--- config.mk ---
export PLATFORM = sky130hd
export DESIGN_NAME = pc_seq
export DESIGN_NICKNAME = d
export VERILOG_FILES = /design/src/rtl/pc_seq.sv
export SDC_FILE = /design/constraint.sdc
export NUM_CORES = 1
export LEC_CHECK = 0
export CAP_MARGIN = 20
export CORE_AREA = 2 2 80 82
export CTS_CLUSTER_DIAMETER = 60
export DETAILED_ROUTE_END_ITERATION = 6
export DIE_AREA = 0 0 82 84
export PLACE_DENSITY = 0.77
export SLEW_MARGIN = 20
export SYNTH_ARGS = -nofsm -noshare
export SYNTH_HDL_FRONTEND = slang
export SYNTH_SLANG_ARGS = --single-unit
--- constraint.sdc ---
create_clock -name clk -period 2.1 [get_ports clk]
set_input_delay 0.315 -clock clk [delete_from_list [all_inputs] [get_ports clk]]
set_output_delay 0.315 -clock clk [all_outputs]
set_load 0.005 [all_outputs]
--- src/rtl/pc_seq.sv ---
// Program-counter sequencer: drives the instruction-fetch address and handles
// backpressure, stall, trap/redirect priority, misaligned targets and halt/resume.
module pc_seq #(
    parameter int unsigned   AW         = 32,
    parameter logic [AW-1:0] RESET_VEC  = '0,
    parameter logic [AW-1:0] TRAP_VEC   = AW'(32'h0000_0100),
    parameter int unsigned   STEP       = 4,
    parameter int unsigned   ALIGN_BITS = 2
) (
    input  logic          clk,
    input  logic          rst,
    input  logic          redirect_en,
    input  logic [AW-1:0] redirect_pc,
    input  logic          trap_en,
    input  logic          stall,
    input  logic          fetch_ready,
    input  logic          halt,
    input  logic          resume,
    output logic [AW-1:0] instr_addr,
    output logic          instr_fetch_en,
    output logic          halted,
    output logic          misalign_err,
    output logic          pc_wrap
);

    typedef enum logic [1:0] {
        ST_BOOT = 2'd0,
        ST_RUN  = 2'd1,
        ST_HALT = 2'd2
    } state_t;

    localparam logic [AW-1:0] STEP_W = AW'(STEP);

    state_t        state_r;
    logic [AW:0]   sum_s;

    // True when any of the low ALIGN_BITS bits of the target are set; ALIGN_BITS=0 never flags.
    function automatic logic is_misaligned(input logic [AW-1:0] pc);
        logic m;
        m = 1'b0;
        for (int i = 0; i < int'(AW); i++) begin
            if (i < int'(ALIGN_BITS)) begin
                m = m | pc[i];
            end
        end
        return m;
    endfunction

    // Extra top bit captures the carry out of the increment for the wrap flag.
    assign sum_s = {1'b0, instr_addr} + {1'b0, STEP_W};

    // Sequencer FSM with all outputs registered.
    always_ff @(posedge clk or posedge rst) begin
        if (rst) begin
            state_r        <= ST_BOOT;
            instr_addr     <= RESET_VEC;
            instr_fetch_en <= 1'b0;
            halted         <= 1'b0;
            misalign_err   <= 1'b0;
            pc_wrap        <= 1'b0;
        end else begin
            misalign_err <= 1'b0;
            pc_wrap      <= 1'b0;
            case (state_r)
                ST_BOOT: begin
                    instr_addr <= RESET_VEC;
                    if (halt) begin
                        state_r        <= ST_HALT;
                        instr_fetch_en <= 1'b0;
                        halted         <= 1'b1;
                    end else begin
                        state_r        <= ST_RUN;
                        instr_fetch_en <= 1'b1;
                        halted         <= 1'b0;
                    end
                end
                ST_RUN: begin
                    // Control-flow changes override stall and backpressure.
                    if (trap_en) begin
                        instr_addr     <= TRAP_VEC;
                        instr_fetch_en <= 1'b1;
                    end else if (redirect_en && !is_misaligned(redirect_pc)) begin
                        instr_addr     <= redirect_pc;
                        instr_fetch_en <= 1'b1;
                    end else if (redirect_en) begin
                        instr_addr     <= TRAP_VEC;
                        instr_fetch_en <= 1'b1;
                        misalign_err   <= 1'b1;
                    end else if (halt) begin
                        state_r        <= ST_HALT;
                        instr_fetch_en <= 1'b0;
                        halted         <= 1'b1;
                    end else if (stall || !fetch_ready) begin
                        instr_fetch_en <= 1'b1;
                    end else begin
                        instr_addr     <= sum_s[AW-1:0];
                        instr_fetch_en <= 1'b1;
                        pc_wrap        <= sum_s[AW];
                    end
                end
                ST_HALT: begin
                    if (trap_en) begin
                        state_r        <= ST_RUN;
                        instr_addr     <= TRAP_VEC;
                        instr_fetch_en <= 1'b1;
                        halted         <= 1'b0;
                    end else if (resume && !halt) begin
                        state_r        <= ST_RUN;
                        instr_fetch_en <= 1'b1;
                        halted         <= 1'b0;
                    end else begin
                        instr_fetch_en <= 1'b0;
                        halted         <= 1'b1;
                    end
                end
                default: begin
                    state_r        <= ST_BOOT;
                    instr_addr     <= RESET_VEC;
                    instr_fetch_en <= 1'b0;
                    halted         <= 1'b0;
                end
            endcase
        end
    end

endmodule

=== Yosys cells after proc, flatten, opt, wreduce, memory -nomap -nowiden ===
Index checks and enable logic that the tools add are counted.

* Input bits: 40
* Output and inout port bits: 36
* Word-level logic and storage cells: 72
* Register bits after elaboration: 38

* Mux-type cells: 44
* Reduce and logical (&&, ||, !) cells: 10
* Bitwise operators: 1
* $add $sub $neg: 1
* Equality and inequality tests: 10

{| class="wikitable"
|+ Operator list
! kind !! number
|-
| $mux 32 || 6
|-
| $pmux 32 s2 || 1
|-
| $add 32x3->33 const B || 1
|-
| $mux 1 || 27
|-
| $mux 2 || 7
|-
| $ne 2x2->1 const B || 5
|-
| $ne 5x5->1 const B || 2
|-
| $pmux 1 s3 || 2
|-
| $pmux 2 s3 || 1
|-
| $reduce_and 5->1 || 1
|-
| $reduce_and 4->1 || 1
|-
| $logic_not 1->1 || 3
|-
| $ne 3x3->1 const B || 1
|-
| $reduce_and 3->1 || 1
|-
| $eq 2x1->1 const B || 1
|-
| $eq 2x2->1 const B || 1
|-
| $logic_and 1x1->1 || 2
|-
| $logic_not 2->1 || 1
|-
| $logic_or 1x1->1 || 1
|-
| $or 1x1->1 || 1
|}

=== Longest topological paths before layout ===
* Depth in word-level cells: 10
* Gate-level depth with buffers: 10

=== Worst setup path after synthesis ===
Ideal clock, no wire load.

* Path kind: reg2reg
* Start: register state_r[0]
* End: register instr_addr[15]
* Stages on the path, launching flop included: 8
* Clock period less this slack: 2.135 ns
* Slack: -0.035 ns
* Arrival: 2.066 ns
* Data required time: 2.031 ns
* Buffers on the path: 1
* Cells stage by stage: dfrtp_1 -> inv_1 -> ha_1 -> clkbuf_1 -> nand4bb_1 -> or3_4 -> or4_1 -> nand3_1

* Cells in the longest elaborated chain, start to end: 3
* Elaborated cells on any way between the ends: 7
* Classes of those cells: eq/ne: 5; mux: 1; reduce/logical: 1

{| class="wikitable"
|+ Ends and longest elaborated chain
! element !! line !! RTL
|-
| start, declared || 34 || <nowiki>state_t state_r;</nowiki>
|-
| start signal, assigned || 55 || <nowiki>state_r <= ST_BOOT;</nowiki>
|-
| start signal, assigned || 68 || <nowiki>state_r <= ST_HALT;</nowiki>
|-
| start signal, assigned || 72 || <nowiki>state_r <= ST_RUN;</nowiki>
|-
| $eq 2x1->1 / $eq 2x2->1 (equally long branches) || 64 || <nowiki>case (state_r)</nowiki>
|-
| $ne 5x5->1 (no source line) / $ne 2x2->1 (equally long branches) || - ||
|-
| $reduce_and 3->1 (no source line) || - ||
|-
| end signal, assigned || 83 || <nowiki>instr_addr <= redirect_pc;</nowiki>
|-
| end signal, assigned || 96 || <nowiki>instr_addr <= sum_s[AW-1:0];</nowiki>
|-
| end, declared || 19 || <nowiki>output logic [AW-1:0] instr_addr,</nowiki>
|}

Several ways; a longest one is shown, not always the timed one.
A chain may end at the register's enable or synchronous reset.

=== Worst setup path in the final report ===
Same ends and word-level chain as after synthesis.

==> summary.md <==
| Metric | Value |
|---|---|
| Status | `finished clean` |
| Synth top area share | `0.389` |
| All-layer global routing usage | `0.229` |
| Fin. Hold Viols | `0` |
| WL per Instance | `approximately 16 µm` |
| CTS buffer count | `5` |
| Worst Skew | `0.00972 ns` |
| Net Count, Synth | `334` |
| Fin nets | `433` |
| Synth Area in Adders | `0.0307` |
| First-pass GRT wire length | `roughly 12,000 µm` |
| Width of the die | `approximately 82 µm` |
| Drt initial violations | `145` |
| TritonCTS clock tree | `yes` |
| Placed Cells | `between 400 and 500` |
| GRT overflow | `0` |
| Fillers | `546` |
| Post-synthesis xor/xnor area fraction | `0.0107` |
| Chip Height | `84 µm` |
| Synth area leaders | `dfrtp_1, o21ai_0, nand2_1, o311ai_0, a41oi_1` |
| Main combinational cell family by area after synthesis | `compound AO/OA/AOI/OAI gates` |
| Routability cong. | `0.844` |
| Peak VDD IR | `0.000470 V` |
| Vias in the first global route | `about 2,600` |
| Most common cell in the synthesized netlist | `dfrtp_1` |
| Mapped Area | `0.00245 mm²` |
| Gate Count Post-Synth | `288` |
| CTS clock-pin slew for the worst setup and hold paths | `~0.08 ns` |
| Slew @ Worst Pin | `0.501 ns` |
| Crit path DAT | `2.21 ns` |
| Simple-gate share of the synthesized area | `0.253` |
| Netlist cell types | `45` |
| Largest net degree at the start of global routing | `39` |
| CP Data Required Time | `~2.3 ns` |
| Setup-failing EPs final | `0` |
| Max Fanout on Critical Path | `5` |
| Drt via density | `about 5.9` |
| Fmax achieved | `506 MHz` |
| Synth Warn # | `0` |
| Initial antenna violation count | `0` |
| Cell area after layout | `0.00362 mm²` |
| Placed Area | `0.00351 mm²` |
| Core area | `a little over 0.006 mm²` |
| EDFF count, synth | `0` |
| Total number of vias | `2,731` |
| Drt pass-1 iters | `5` |
| Final hold slack | `0.439 ns` |
| # diodes | `0` |
| IO Pins | `76` |
| P_leak | `1.47 nW` |
| Final Max Slew Viols | `0` |
| Worst setup EP type | `register` |
| Power per cell area | `648 mW/mm²` |
| Post-synthesis compound-gate area fraction | `0.277` |
| Top post-synthesis cells by count | `dfrtp_1, nand2_1, o21ai_0, a21oi_1` |
| Root Buffer | `clkbuf_8` |
| Total Wirelength | `7630 µm` |
| PortBufs | `75` |
| DRC | `0` |
| Minimum clock period | `slightly below 2 ns` |
| Critical Path Source Type | `register` |
| Post-cts hold buffer count | `0` |
| Area growth, synth to finish | `47.9%` |
| Starting Density | `0.401` |
| Max Root-Sink Buffers | `2` |
| Cell Count, Final, Fillers Out | `463` |
| Max-cap viol count | `0` |
| Clock latency on the worst-skew pair | `0.29 ns` |
| Dpl hpwl | `approximately 5500 µm` |
| Post-synthesis register bit count | `38` |
| Yosys top cell by area | `dfrtp_1` |
| Ratio of cells with drive above 1 in the final layout | `0.122` |
| Kind of critical path | `register to register` |
| Prevailing post-synth register cell | `dfrtp_1` |
| Row count | `29` |
| H-Tree Depth | `2` |
| Synthesized area per cell | `8.49 µm²` |
| Post-synthesis mux area share | `0` |
| Routed Antenna Nets | `0` |
| Reg2reg start | `state_r[0]` |
| Pwr Total | `2.34 mW` |
| Total die area | `0.00689 mm²` |
| Worst reg-to-reg setup slack | `0.12 ns` |
| Reg2Reg Depth | `6` |
| Crit Reg-Reg Endpoint | `instr_addr[15]` |
| Clk sink count | `38` |
| Relative slew slack | `0.664` |
| Tcrit/Tclk final | `0.942` |
| Register area share after synthesis | `0.389` |
| Synth async-reset ratio | `1.00` |
| Hold Crit Class | `input port to async pin` |
==> registers in the layout, summed over array words and instances, names as in the netlist <==
register and cells:
pc_wrap 1, misalign_err 1, instr_addr 32, state_r 2, instr_fetch_en 1, halted 1
==> metal layers <==
layer | track usage | vias to the layer above | part of all wire
met5 | 0 | - | 0
met4 | 0.0848 | 0 | 0.025
met3 | 0.0411 | 15 | 0.056
met2 | 0.370 | 105 | 0.48
met1 | 0.301 | 1307 | 0.44
li1 | - | 1304 | -
==> critical path: stages (launching register included) <==
cell	delay, ns
dfrtp_1	0.36
inv_2	0.08
ha_1	0.24
nand4bb_4	0.25
or3_4	0.39
or4_1	0.51
nand3_1	0.10
==> where the power goes <==
group,total (mW),internal (mW),switching (mW)
logic,0.965,0.505,0.461
registers,0.866,0.802,0.0632
clock network,0.514,0.254,0.260
total,2.34,1.56,0.784
==> worst max-delay path by stage <==
| stage | end | start | cells past startpoint | slack (ns) |
|---|---|---|---|---|
| after floorplan | instr_addr[15] | state_r[0] | 7 | 0.02 |
| after global routing | instr_addr[16] | state_r[1] | 8 | -0.008 |
| after CTS | instr_addr[15] | state_r[0] | 6 | 0.06 |
| after global placement | instr_addr[15] | fetch_ready | 5 | -0.12 |
| after detailed placement | instr_addr[13] | fetch_ready | 6 | -0.22 |
| final | instr_addr[15] | state_r[0] | 6 | 0.12 |
==> timing repair <==
item                       CTS  global route
setup endpoints to repair    2            10
gates resized for setup      1             3
buffers inserted             1             0
==> cell usage in the layout, fill, tap and decap left out, types with 6 or more instances in the layout <==
master / netlist / routed
a41oi_1: 9 / 9
o311ai_0: 10 / 9
a22oi_1: 6 / 6
nand3_1: 14 / 14
inv_1: 9 / 8
and4_1: 6 / 6
a31oi_1: 7 / 7
and3_1: 10 / 10
nor3_1: 6 / 6
dfrtp_1: 38 / 38
nand4_1: 8 / 8
clkdlybuf4s50_1: 0 / 75
buf_4: 0 / 30
nor2_1: 10 / 10
nand2_1: 36 / 36
o21ai_0: 35 / 35
clkbuf_8: 0 / 6
a21oi_1: 15 / 15
==> logic make-up after synthesis <==
group                    Yosys count
AO/OA/AOI/OAI                    102
buffers and inverters             25
AND/OR/NAND/NOR                  114
XOR/XNOR                           3
adder cells (fa/ha/maj)            6
flip-flops                        38
==> final cells by class <==
class / instances / area, µm² / area share
Clock buffer: 6 / 82.6 / 0.0228
Inverter: 9 / 33.8 / 0.00934
Multi-Input combinational cell: 225 / 1430 / 0.395
Sequential cell: 38 / 951 / 0.263
Tap cell: 77 / 96.3 / 0.0266
Timing Repair Buffer: 108 / 1030 / 0.284
==> stage by stage <==
stage	setup slack (ns)	utilization	TNS, ns
after floorplan	0.0220	-	0
after global placement	-0.124	0.576	-2.02
after detailed placement	-0.219	0.576	-2.88
after CTS	0.0600	0.591	0
after global routing	-0.00848	0.594	-0.00848
final	0.123	0.594	0
Note: power is estimated with default switching activity, not from simulation.
